File: config.mk
export PLATFORM = sky130hd
export DESIGN_NAME = bcd_mul_digit_seq
export DESIGN_NICKNAME = d
export VERILOG_FILES = /design/src/rtl/bcd_pkg.sv /design/src/rtl/bcd_digit_mac.sv /design/src/rtl/bcd_mul_digit_seq.sv
export SDC_FILE = /design/constraint.sdc
export NUM_CORES = 1
export LEC_CHECK = 0
export BUFFER_PORTS_ARGS = -buffer_cell sky130_fd_sc_hd__buf_2
export CAP_MARGIN = 20
export CORE_ASPECT_RATIO = 0.6
export CORE_UTILIZATION = 30
export CTS_BUF_LIST = sky130_fd_sc_hd__clkbuf_4 sky130_fd_sc_hd__clkbuf_8
export CTS_CLUSTER_DIAMETER = 100
export CTS_CLUSTER_SIZE = 40
export DETAILED_ROUTE_END_ITERATION = 16
export MAX_ROUTING_LAYER = met4
export PLACE_DENSITY_LB_ADDON = 0.2
export RECOVER_POWER = 100
export SYNTH_ARGS = -nofsm -noshare
export SYNTH_HDL_FRONTEND = slang
export SYNTH_SLANG_ARGS = --single-unit
export TNS_END_PERCENT = 5
File: constraint.sdc
create_clock -name clk -period 6.8 [get_ports clk]
set_input_delay 0.68 -clock clk [delete_from_list [all_inputs] [get_ports clk]]
set_output_delay 0.68 -clock clk [all_outputs]
set_load 0.01 [all_outputs]
File: src/rtl/bcd_pkg.sv
// Shared BCD definitions: digit width, digit limit, multiplier FSM state codes
// and a digit validity helper.
package bcd_pkg;

   localparam int unsigned BCD_W = 4;
   localparam logic [BCD_W-1:0] BCD_MAX = 4'd9;

   localparam int unsigned ST_W = 2;
   localparam logic [ST_W-1:0] IDLE = 2'd0;
   localparam logic [ST_W-1:0] CALC = 2'd1;
   localparam logic [ST_W-1:0] FIN  = 2'd2;

   function automatic logic is_bcd(input logic [BCD_W-1:0] digit);
      return digit <= BCD_MAX;
   endfunction

endpackage

File: src/rtl/bcd_digit_mac.sv
// One decimal digit multiply-accumulate: a_d*m+cin split into a BCD digit and
// a decimal carry (max 9*9+8 = 89).
module bcd_digit_mac
   import bcd_pkg::*;
(
   input  logic [BCD_W-1:0] a_d,
   input  logic [BCD_W-1:0] m,
   input  logic [BCD_W-1:0] cin,
   output logic [BCD_W-1:0] d,
   output logic [BCD_W-1:0] cout
);

   localparam int unsigned T_W = 7;

   logic [T_W-1:0] t;

   assign t    = T_W'(a_d) * T_W'(m) + T_W'(cin);
   assign d    = BCD_W'(t % T_W'(10));
   assign cout = BCD_W'(t / T_W'(10));

endmodule

File: src/rtl/bcd_mul_digit_seq.sv
// Sequential packed-BCD operand times one BCD digit, one digit per clock LSD
// first, with start/busy/done handshake and invalid-digit flag.
module bcd_mul_digit_seq
   import bcd_pkg::*;
#(
   parameter int unsigned NDIG = 4
) (
   input  logic                         clk,
   input  logic                         rst,
   input  logic                         start,
   input  logic [BCD_W*NDIG-1:0]        a,
   input  logic [BCD_W-1:0]             m,
   output logic                         busy,
   output logic                         done,
   output logic                         err,
   output logic [BCD_W*(NDIG+1)-1:0]    p
);

   localparam int unsigned AW    = BCD_W * NDIG;
   localparam int unsigned PW    = BCD_W * (NDIG + 1);
   localparam int unsigned IDX_W = (NDIG > 1) ? $clog2(NDIG) : 1;
   localparam logic [IDX_W-1:0] IDX_LAST = IDX_W'(NDIG - 1);

   logic [ST_W-1:0]  state_q, state_d;
   logic [IDX_W-1:0] idx_q, idx_d;
   logic [BCD_W-1:0] carry_q, carry_d;
   logic [AW-1:0]    opa_q, opa_d;
   logic [BCD_W-1:0] opm_q, opm_d;
   logic [PW-1:0]    p_q, p_d;
   logic             err_q, err_d;
   logic             busy_q, busy_d;
   logic             done_q, done_d;

   logic             in_ok;
   logic [BCD_W-1:0] mac_d, mac_cout;

   // Single MAC, time-multiplexed across operand digits by idx_q.
   bcd_digit_mac u_mac (
      .a_d  (opa_q[idx_q*BCD_W +: BCD_W]),
      .m    (opm_q),
      .cin  (carry_q),
      .d    (mac_d),
      .cout (mac_cout)
   );

   always_comb begin
      in_ok = is_bcd(m);
      for (int k = 0; k < int'(NDIG); k++) begin
         if (!is_bcd(a[k*BCD_W +: BCD_W])) in_ok = 1'b0;
      end
   end

   always_comb begin
      state_d = state_q;
      idx_d   = idx_q;
      carry_d = carry_q;
      opa_d   = opa_q;
      opm_d   = opm_q;
      p_d     = p_q;
      err_d   = err_q;
      busy_d  = busy_q;
      done_d  = 1'b0;
      case (state_q)
         IDLE: begin
            busy_d = 1'b0;
            if (start) begin
               opa_d   = a;
               opm_d   = m;
               p_d     = '0;
               carry_d = '0;
               idx_d   = '0;
               busy_d  = 1'b1;
               err_d   = !in_ok;
               state_d = in_ok ? CALC : FIN;
            end
         end
         CALC: begin
            p_d[idx_q*BCD_W +: BCD_W] = mac_d;
            carry_d = mac_cout;
            idx_d   = IDX_W'(idx_q + 1'b1);
            if (idx_q == IDX_LAST) begin
               p_d[AW +: BCD_W] = mac_cout;
               idx_d   = '0;
               state_d = FIN;
            end
         end
         FIN: begin
            busy_d  = 1'b0;
            done_d  = 1'b1;
            state_d = IDLE;
         end
         default: state_d = IDLE;
      endcase
   end

   always_ff @(posedge clk) begin
      if (rst) begin
         state_q <= IDLE;
         idx_q   <= '0;
         carry_q <= '0;
         opa_q   <= '0;
         opm_q   <= '0;
         p_q     <= '0;
         err_q   <= 1'b0;
         busy_q  <= 1'b0;
         done_q  <= 1'b0;
      end else begin
         state_q <= state_d;
         idx_q   <= idx_d;
         carry_q <= carry_d;
         opa_q   <= opa_d;
         opm_q   <= opm_d;
         p_q     <= p_d;
         err_q   <= err_d;
         busy_q  <= busy_d;
         done_q  <= done_d;
      end
   end

   assign busy = busy_q;
   assign done = done_q;
   assign err  = err_q;
   assign p    = p_q;

endmodule

==> summary.txt, run 1 <==
Detailed routing
  • Router iterations before antenna repair: 4
  • Vias/cell: 5.11
  • Post-route DRC: 0
  • Average wire per standard cell: 14.4 um
  • Routed vias: 2,806
  • Detail Route Antenna Nets: 0
  • DRT Wirelength: 7910 um
  • Initial DRC count: 196

Floorplanning
  • Full die area: 11,100 um2
  • Ports: 46
  • Core Area: 10,100 um2
  • Starting Density: 31.7%
  • Die H: 82.1 um
  • Row cnt: 28
  • Die width: 135 um

CTS
  • Sink Count: 51
  • Root Driver: clkbuf_8
  • Number of CTS-inserted buffers: 5
  • H-tree Lvls: 2
  • Cts hold-fix bufs: 0
  • Worst-skew pair later-pin latency: 0.30 ns
  • Longest Clk Path Bufs: 2
  • CTS tree: done
  • Clock transition at the registers of the reported paths: 0.09 ns

Status
  • Failing checks: capacitance limit, slew limit
  • Outcome: complete, but fails checks

Critical path
  • Worst Path Buf+Inv: 1
  • Crit-path leading delay family: adder cells
  • Worst Setup Path Type: reg -> reg
  • Critical Path RT: 6.98 ns
  • Max incr delay on CP: 0.60 ns
  • Maximum fanout along the worst path: 15
  • CP Launch Type: flip-flop
  • Worst Setup SP: idx_q[0]
  • R2R Path Start: idx_q[0]
  • CP max stage cell: mux4_2
  • Crit path cell chain: mux4_2 -> and2_0 -> fa_1 -> fa_1 -> fa_1 -> ha_1 -> a21oi_1 -> xor2_1 -> and2_0 -> nand2_1 -> a31oi_1 -> a21o_1 -> inv_1 -> ha_1 -> and3_1 -> a32o_1 -> a211o_2 -> a221oi_4 -> o21ai_0
  • Most repeated library cell on the critical path: fa_1
  • Critical Path AT: 6.62 ns
  • Worst Setup End Kind: flip-flop

Final layout
  • Non-Filler Instances: 549
  • Final Net Count: 463
  • Fill cell count: 1,037
  • Area Growth Syn to Fin: 12.9%
  • Share of cells above drive strength 1: 10.9%
  • Final core occ: 35.8%
  • Diodes inserted: 0
  • Fin area: 3620 um2

GRT
  • Total GRT Usage: 15.4%
  • First-pass GRT wire length: 13,100 um
  • Largest net degree at the start of global routing: 44
  • Number of global-route vias before repair: 2,510
  • Total gr overflow: 0
  • Initial antenna violation count: 0

Power and ir drop
  • Static Leakage: 1.47 nW
  • Power Internal: 461 uW
  • Logic pwr share: 16.9%
  • Clk pwr share: 33.1%
  • Switching Power: 170 uW
  • PD cells: 174 nW/um2
  • Peak supply drop: 0.0000960 V
  • Seq pwr share: 50.0%
  • Sw frac: 26.9%

Timing
  • Fin crit period: 6.43 ns
  • Setup-failing EPs final: 0
  • Slew Limit Headroom: -35.0%
  • RSZ-0062 raised after global routing: false
  • Max-slew violations: 44
  • Final hold vios: 0
  • Least-Margin Pin Slew: 2.02 ns
  • Max Clk Rate: 155 MHz
  • Setup TNS: 0 ns
  • Final Cycle Share: 94.6%
  • Worst-case clock skew: 0.0102 ns

Logic synthesis
  • Post-synth top area share: 31.8%
  • Synthesized Nets: 426
  • Area leader, netlist: dfxtp_1
  • Asr flop ratio synth: 0%
  • Number of synthesized flops with an enable pin: 0
  • Cell Area, Synth: 3210 um2
  • Main flop type after synthesis: dfxtp_1
  • Seq cells post-synth: 51
  • YS warnings: 0
  • Post-synthesis sequential area ratio: 31.8%
  • Synth cell types: 56
  • Syn avg cell area: 8.51 um2
  • Most numerous cell in the Yosys netlist: nand2_1
  • Synth top cells by count: nand2_1 (73), dfxtp_1 (51), a21oi_1 (39)
  • Cells after Synth: 377
  • Top cells by area, synth: dfxtp_1 (32%), nand2_1 (8.5%), ha_1 (7.8%)

Placement
  • Dpl cells: 542
  • DP HPWL: 6070 um
  • GP Congestion: 0.827
  • Dpl cell area: 3550 um2
  • Port bufs: 45

Job
  • Max Cap Violations: 1

Worst hold path
  • Hold wc startpoint: opa_q[2]
  • HP Class: reg -> reg
power by group through the flow:
stage / sequential [mW] / clock, mW / combinational [mW]
final: 0.316 / 0.209 / 0.106
after CTS: 0.316 / 0.214 / 0.108
after global routing: 0.318 / 0.227 / 0.118
after global placement: 0.323 / 0 / 0.107
after detailed placement: 0.323 / 0 / 0.107
after floorplan: 0.320 / 0 / 0.0767
state kept, by name (all words and copies together) (netlist names):
| register | count |
|---|---|
| opa_q | 16 |
| carry_q | 4 |
| done | 1 |
| busy | 1 |
| err | 1 |
| opm_q | 4 |
| idx_q | 2 |
| state_q | 2 |
| p | 20 |
routing by layer:
layer  GRT usage (%)  routed length (um)  vias to the layer above
li1                -                   -                     1415
met1            23.0                4480                     1324
met2            21.8                3090                       63
met3            2.41                 306                        4
met4            2.36                  29                        0
met5               -                   0                        -
final cells by class:
cell class                 count  area, um2  share of cell area (%)
clock buffer                   6       76.3                    2.11
sequential                    51       1020                    28.2
clock inverter                 1       30.0                   0.830
multi-input combinational    301       2080                    57.5
inverter                       7       26.3                   0.726
tap                          135        169                    4.67
timing repair buffer          48        214                    5.91
tightest hold or removal path, delay by kind of cell (launching register included):
kind            cells  cell delay (ns)
compound gates      1             0.05
flops               1             0.32
simple gates        1             0.05
path summary, 6_finish.rpt:
check | to | slack, ns | cells after the start
worst min register to register | opa_q[2] | 0.46 | 2
worst max-delay path | p[2] | 0.37 | 19
worst max register to register | p[2] | 0.37 | 19
worst min-delay path | opa_q[2] | 0.46 | 2
logic make-up after synthesis:
| kind of cell | synth area share [%] |
|---|---|
| AND/OR/NAND/NOR | 21.6 |
| buffers and inverters | 3.39 |
| adder cells (fa/ha/maj) | 11.5 |
| flip-flops | 31.8 |
| AO/OA/AOI/OAI | 21.8 |
| XOR/XNOR | 5.11 |
| multiplexers | 4.76 |
per-stage QoR:
step / hold slack, ns / worst slack, ns / power [mW]
floorplan: 0.433 / 0.654 / 0.397
global placement: 0.450 / 0.410 / 0.430
detailed placement: 0.447 / 0.268 / 0.430
CTS: 0.460 / 0.238 / 0.638
global route: 0.485 / 0.0471 / 0.662
finish: 0.459 / 0.366 / 0.631
layout by cell type (no fill, tap or decap), drive strengths merged, types with 4 or more instances in the layout:
cell    netlist  routed
a21o          7       7
a21oi        39      39
a22oi        11      11
a32o          5       5
and2         17      17
buf           3      23
clkbuf       15      31
dfxtp        51      51
fa            6       6
ha           20      20
inv           6       6
mux2i         4       4
nand2        73      73
nand2b        4       4
nand3        11      11
nor2         25      25
nor3          8       8
o21ai        13      13
xnor2         7       7
xor2          4       4
repair_timing:
item                                    CTS  global route
resized for setup                         0             1
buffers inserted                          0             0
endpoints found under the setup margin    0            10
Note: power is estimated with default switching activity, not from simulation.
==> run 2: changes to the inputs <==
--- a/config.mk
+++ b/config.mk
@@ -14,7 +14,6 @@
 export CTS_CLUSTER_SIZE = 40
 export DETAILED_ROUTE_END_ITERATION = 16
 export MAX_ROUTING_LAYER = met4
-export PLACE_DENSITY_LB_ADDON = 0.2
 export RECOVER_POWER = 100
 export SYNTH_ARGS = -nofsm -noshare
 export SYNTH_HDL_FRONTEND = slang
==> run 2 against run 1 <==
  * Non-clock buffer count fell by 1
  * Clock power is 22% lower
  * Wire length fell by 0.18%
  * Combinational power about the same
  * Utilization fell by 0.16 points
  * The run still ends with capacitance limit, slew limit left
  * Global-route usage is 0.24 points higher
  * Clock skew decreased by 0.0011 ns
  * Critical path type unchanged
  * Hold slack barely moved
  * Sequential power is essentially flat
  * Register-to-register slack better by 0.08 ns
  * Sequential share of layout area increased by 0.20 points
  * Power fell by 7.5%
==> summary.txt, run 2 (synthesis results as in run 1) <==
Status
  • Outcome: complete, but fails checks
  • Failing checks: capacitance limit, slew limit

Final layout
  • Diodes inserted: 0 (unchanged)
  • Non-Filler Instances: 547 (-0.36%)
  • Final core occ: 35.6% (-0.16 points)
  • Most common cell after layout, fill and taps aside: nand2_1
  • Share of cells above drive strength 1: 11.2% (+0.30 points)
  • Most frequent cells in the layout: nand2_1 (73), dfxtp_1 (50), a21oi_1 (38)
  • Final Net Count: 462 (-0.22%)
  • Largest register FFs: 20 (unchanged)
  • Area Growth Syn to Fin: 12.4%
  • Fin area: 3600 um2 (-0.45%)

Floorplanning
  • Die width: 135 um (unchanged)
  • Die H: 82.1 um (unchanged)
  • Full die area: 11,100 um2 (unchanged)
  • Ports: 46 (unchanged)
  • Core Area: 10,100 um2 (unchanged)
  • Starting Density: 31.7% (unchanged)
  • Row cnt: 28 (unchanged)

GRT
  • Largest net degree at the start of global routing: 44 (unchanged)
  • Initial antenna violation count: 0 (unchanged)
  • Total gr overflow: 0 (unchanged)
  • Number of global-route vias before repair: 2,615 (+4.2%)
  • First-pass GRT wire length: 13,300 um (+1.8%)
  • Total GRT Usage: 15.7% (+0.24 points)

Timing
  • RSZ-0062 raised after global routing: false
  • Fin crit period: 6.35 ns (-0.0826 ns)
  • Max-slew violations: 44 (unchanged)
  • Worst-case clock skew: 0.00913 ns (-0.00108 ns)
  • Least-Margin Pin Slew: 1.97 ns (-0.0572 ns)
  • Max Clk Rate: 157 MHz (+1.3%)
  • Setup-failing EPs final: 0 (unchanged)
  • Final Hold Slack: 0.459 ns (+0.000161 ns)
  • Final Cycle Share: 93.4% (-1.2 points)
  • Setup TNS: 0 ns (unchanged)
  • PnR worst setup slack: 0.448 ns (+0.0826 ns)
  • Slew Limit Headroom: -31.2% (+3.8 points)
  • Final hold vios: 0 (unchanged)

Power and ir drop
  • PnR Total Power: 584 uW (-7.5%)
  • Static Leakage: 1.46 nW (-1.0%)
  • Power Internal: 417 uW (-9.5%)
  • Logic pwr share: 18.2% (+1.3 points)
  • Seq pwr share: 54.0% (+4.0 points)
  • PD cells: 162 nW/um2 (-7.1%)
  • Sw frac: 28.5% (+1.6 points)
  • Switching Power: 166 uW (-2.1%)
  • Peak supply drop: 0.0000939 V (-2.1%)
  • Clk pwr share: 27.8% (-5.3 points)

Critical path
  • Maximum fanout along the worst path: 15 (unchanged)
  • Worst Setup Path Type: reg -> reg
  • CP max stage cell: mux4_2
  • Max incr delay on CP: 0.57 ns (-0.03 ns)
  • Critical Path AT: 6.53 ns (-0.09 ns)
  • Worst Setup End Kind: flip-flop
  • Critical Path RT: 6.97 ns (about the same)
  • Most repeated library cell on the critical path: fa_1
  • CP Launch Type: flip-flop
  • Crit path cell chain: mux4_2 -> and2_0 -> fa_1 -> fa_1 -> fa_1 -> ha_1 -> a21o_1 -> a21oi_1 -> xor2_1 -> nor2_1 -> nand3_1 -> and3_1 -> a21o_1 -> inv_1 -> ha_1 -> and3_1 -> a32o_1 -> a211o_2 -> a221oi_4 -> o21ai_0

CTS
  • H-tree Lvls: 2 (unchanged)
  • Longest Clk Path Bufs: 2 (unchanged)
  • Clock transition at the registers of the reported paths: 0.08 ns (about the same)
  • CTS tree: done
  • Root Driver: clkbuf_8
  • Number of CTS-inserted buffers: 5 (unchanged)
  • Worst-skew pair later-pin latency: 0.30 ns (about the same)
  • Cts hold-fix bufs: 0 (unchanged)
  • Sink Count: 51 (unchanged)

Detailed routing
  • Routed vias: 2,850 (+1.6%)
  • Vias/cell: 5.21 (+1.9%)
  • Detail Route Antenna Nets: 0 (unchanged)
  • Post-route DRC: 0 (unchanged)
  • Initial DRC count: 369 (+88%)
  • DRT Wirelength: 7900 um (-0.18%)
  • Average wire per standard cell: 14.4 um (+0.19%)
  • Router iterations before antenna repair: 5 (+1)

Placement
  • Place WS: 0.236 ns (-0.0318 ns)
  • Dpl cell area: 3530 um2 (-0.42%)
  • Dpl cells: 540 (-0.37%)
  • DP HPWL: 6050 um (-0.32%)
  • GP Congestion: 0.831 (+0.53%)
  • Port bufs: 45 (unchanged)

Job
  • Max Cap Violations: 1 (unchanged)

Worst hold path
  • HP Class: reg -> reg
run 2: path summary, 6_finish.rpt:
path	startpoint	to	slack, ns	cells past startpoint
setup / recovery	idx_q[0]	p[6]	0.45	20
hold / removal	opa_q[14]	opa_q[14]	0.46	2
hold reg to reg	opa_q[14]	opa_q[14]	0.46	2
setup reg to reg	idx_q[0]	p[6]	0.45	20
run 2: worst max-delay path, delay by kind of cell, from the launching register on:
kind            cells  cell delay [ns]
fa+ha+maj           5             2.09
compound gates      7             1.79
mux                 1             0.57
flops               1             0.45
buf+inv             1             0.06
simple gates        5             0.86
xor+xnor            1             0.38
run 2: area by class of cell:
class                      instances  area [um2]
sequential                        51        1020
tap                              135         169
timing repair buffer              47         214
inverter                           7        26.3
multi-input combinational        301        2090
clock inverter                     1        7.51
fill                            1056        6520
clock buffer                       5        68.8
run 2: repair_timing:
item | 4_1_cts | 5_1_grt
setup buffers | 0 | 0
resized for setup | 0 | 4
setup endpoints to repair | 0 | 10
run 2: power groups by stage:
stage          combinational [mW]  sequential [mW]  clock, mW
2_1_floorplan              0.0767            0.320          0
3_3_place_gp                0.103            0.323          0
3_5_place_dp                0.104            0.323          0
4_1_cts                     0.105            0.316      0.169
5_1_grt                     0.119            0.317      0.185
6_report                    0.106            0.315      0.162
run 2: metal layers:
layer  GRT usage [%]  vias to the layer above  wire (um)
li1                -                     1410          -
met1            23.8                     1349       4370
met2            21.7                       86       3110
met3            2.41                        5        372
met4            2.02                        0         37
met5               -                        -          0
==> run 3: changes to the inputs <==
--- a/config.mk
+++ b/config.mk
@@ -6,7 +6,7 @@
 export NUM_CORES = 1
 export LEC_CHECK = 0
 export BUFFER_PORTS_ARGS = -buffer_cell sky130_fd_sc_hd__buf_2
-export CAP_MARGIN = 20
+export CAP_MARGIN = 0
 export CORE_ASPECT_RATIO = 0.6
 export CORE_UTILIZATION = 30
 export CTS_BUF_LIST = sky130_fd_sc_hd__clkbuf_4 sky130_fd_sc_hd__clkbuf_8
==> constraint.sdc (replaced) <==
create_clock -name clk -period 5.8 [get_ports clk]
set_input_delay 0.58 -clock clk [delete_from_list [all_inputs] [get_ports clk]]
set_output_delay 0.58 -clock clk [all_outputs]
set_load 0.01 [all_outputs]
==> run 3 against run 2 <==
  * The flow still finishes with violations (capacitance limit, slew limit)
  * Critical path depth unchanged
  * Design area grew 6.7%
  * First-iteration DRC count is 49% lower
  * Via count grew 1.5%
  * Combinational power grew 36%
  * Sequential share of layout area decreased by 1.8 points
  * Largest cell class unchanged
==> summary.txt, run 3 (synthesis results as in run 1) <==
Status
  • Outcome: complete, but fails checks
  • Failing checks: capacitance limit, slew limit

CTS
  • H-tree Lvls: 2 (unchanged)
  • CTS tree: done
  • Root Driver: clkbuf_8
  • Clock transition at the registers of the reported paths: 0.09 ns (about the same)
  • Sink Count: 51 (unchanged)
  • Longest Clk Path Bufs: 2 (unchanged)
  • Number of CTS-inserted buffers: 5 (unchanged)
  • Worst-skew pair later-pin latency: 0.30 ns (about the same)

Critical path
  • CP Launch Type: flip-flop
  • Maximum fanout along the worst path: 5 (-10)
  • Critical Path RT: 5.99 ns (-0.98 ns)
  • R2R Path Start: idx_q[0]
  • Critical Path AT: 5.84 ns (-0.69 ns)
  • Worst Setup Path Type: reg -> reg
  • Flop2flop setup slack: 0.15 ns (-0.30 ns)
  • Reg-to-Reg End: p[14]
  • Worst Setup End Kind: flip-flop
  • Reg2reg path depth: 20 (unchanged)

Power and ir drop
  • Peak supply drop: 0.000127 V (+35%)
  • Static Leakage: 1.59 nW (+9.1%)
  • PD cells: 188 nW/um2 (+16%)
  • PnR Total Power: 721 uW (+24%)

Placement
  • DP HPWL: 6480 um (+7.2%)
  • Port bufs: 45 (unchanged)
  • GP Congestion: 0.845 (+1.7%)
  • Place WS: -0.127 ns (-0.363 ns)
  • Dpl cell area: 3690 um2 (+4.4%)

Final layout
  • Fill cell count: 1,048 (-0.76%)
  • Most frequent cells in the layout: nand2_1 (73), dfxtp_1 (50), a21oi_1 (37)
  • Share of cells above drive strength 1: 18.4% (+7.3 points)
  • Final Net Count: 482 (+4.3%)
  • Diodes inserted: 0 (unchanged)
  • Final core occ: 38.0% (+2.4 points)
  • Most common cell after layout, fill and taps aside: nand2_1
  • Area of the multi-input gates: 2170 um2 (+3.9%)
  • Fin area: 3840 um2 (+6.7%)
  • Area Growth Syn to Fin: 19.9%
  • Sequential Area: 1020 um2 (unchanged)
  • Largest register FFs: 20 (unchanged)

Floorplanning
  • Die H: 82.1 um (unchanged)
  • Row cnt: 28 (unchanged)
  • Ports: 46 (unchanged)
  • Die width: 135 um (unchanged)
  • Full die area: 11,100 um2 (unchanged)
  • Core Area: 10,100 um2 (unchanged)
  • Starting Density: 31.7% (unchanged)

Detailed routing
  • Routed vias: 2,894 (+1.5%)
  • Average wire per standard cell: 14.9 um (+3.1%)
  • Initial DRC count: 187 (-49%)
  • Post-route DRC: 0 (unchanged)
  • Router iterations before antenna repair: 4 (-1)
  • DRT Wirelength: 8470 um (+7.2%)
  • Detail Route Antenna Nets: 0 (unchanged)
  • Vias/cell: 5.09 (-2.4%)

GRT
  • Largest net degree at the start of global routing: 44 (unchanged)
  • Initial antenna violation count: 0 (unchanged)
  • Number of global-route vias before repair: 2,660 (+1.7%)
  • First-pass GRT wire length: 13,600 um (+1.8%)
  • Total GRT Usage: 16.0% (+0.32 points)
  • Total gr overflow: 0 (unchanged)

Timing
  • Max Clk Rate: 177 MHz (+12%)
  • RSZ-0062 raised after global routing: true
  • Setup-failing EPs final: 0 (unchanged)
  • Final hold vios: 0 (unchanged)
  • Slew Limit Headroom: -50.5% (-19 points)
  • Setup TNS: 0 ns (unchanged)
  • Final Cycle Share: 97.4% (+4.0 points)
  • PnR worst setup slack: 0.149 ns (-0.299 ns)
  • Worst-case clock skew: 0.00821 ns (-0.000913 ns)
  • Least-Margin Pin Slew: 2.25 ns (+0.285 ns)
  • Max-slew violations: 22 (-50%)
  • Fin crit period: 5.65 ns (-0.701 ns)

Worst hold path
  • Hold path endpoint: opa_q[2]
  • HP Class: reg -> reg
  • Worst hold stages: 2 (unchanged)
  • Hold wc startpoint: opa_q[2]

Job
  • Max Cap Violations: 1 (unchanged)
==> run 3: repair_timing <==
item	CTS	global route
endpoints found under the setup margin	10	12
buffers inserted	1	5
resized for setup	4	11
hold buffers	0	0
pin swaps	3	20
cloned	0	0
==> run 3: final cells by class <==
| class | count | share of cell area (%) |
|---|---|---|
| flip-flops and latches | 51 | 26.7 |
| well taps | 135 | 4.39 |
| repair buffers | 67 | 9.40 |
| clock buffers | 6 | 1.99 |
| inverters | 7 | 0.683 |
| multi-input cells | 301 | 56.6 |
| clock inverters | 2 | 0.325 |
==> run 3: how the worst max path moves through the flow <==
stage | from | depth (start not counted) | end | slack (ns)
after global placement | idx_q[0] | 20 | p[18] | 0.07
after floorplan | idx_q[0] | 22 | p[10] | 0.01
after CTS | idx_q[0] | 19 | p[18] | 0.02
after detailed placement | idx_q[0] | 20 | p[2] | -0.13
after global routing | idx_q[0] | 20 | p[18] | -0.07
final | idx_q[0] | 20 | p[14] | 0.15
==> run 3: per-layer routing <==
| layer | vias up | track usage, % | part of all wire (%) |
|---|---|---|---|
| li1 | 1445 | - | - |
| met1 | 1377 | 24.2 | 55 |
| met2 | 70 | 22.5 | 40 |
| met3 | 2 | 2.28 | 3.9 |
| met4 | 0 | 2.25 | 0.30 |
| met5 | - | - | 0 |
==> run 3: critical path, stage by stage, from the launching register on <==
cell,delay (ns)
dfxtp_4,0.39
mux4_2,0.55
and2_4,0.17
fa_1,0.54
fa_1,0.43
fa_1,0.53
ha_4,0.23
a21o_1,0.19
a21oi_4,0.24
xnor2_2,0.15
a21oi_1,0.09
mux2i_1,0.19
and3_1,0.22
a21o_1,0.17
inv_2,0.05
ha_4,0.16
and3_4,0.16
a32o_2,0.24
a211o_4,0.34
a221oi_4,0.39
o21ai_1,0.10
==> run 3: power breakdown <==
part,switching [mW],leakage [nW],internal [mW]
combinational,0.0834,1.13,0.0610
sequential,0.00871,0.416,0.361
clock,0.118,0.0446,0.0893
total,0.210,1.59,0.511
==> run 3: per-stage QoR <==
| stage | hold slack [ns] | cells |
|---|---|---|
| 2_1_floorplan | 0.433 | 377 |
| 3_3_place_gp | 0.448 | 555 |
| 3_5_place_dp | 0.450 | 555 |
| 4_1_cts | 0.463 | 564 |
| 5_1_grt | 0.481 | 569 |
| 6_report | 0.460 | 569 |
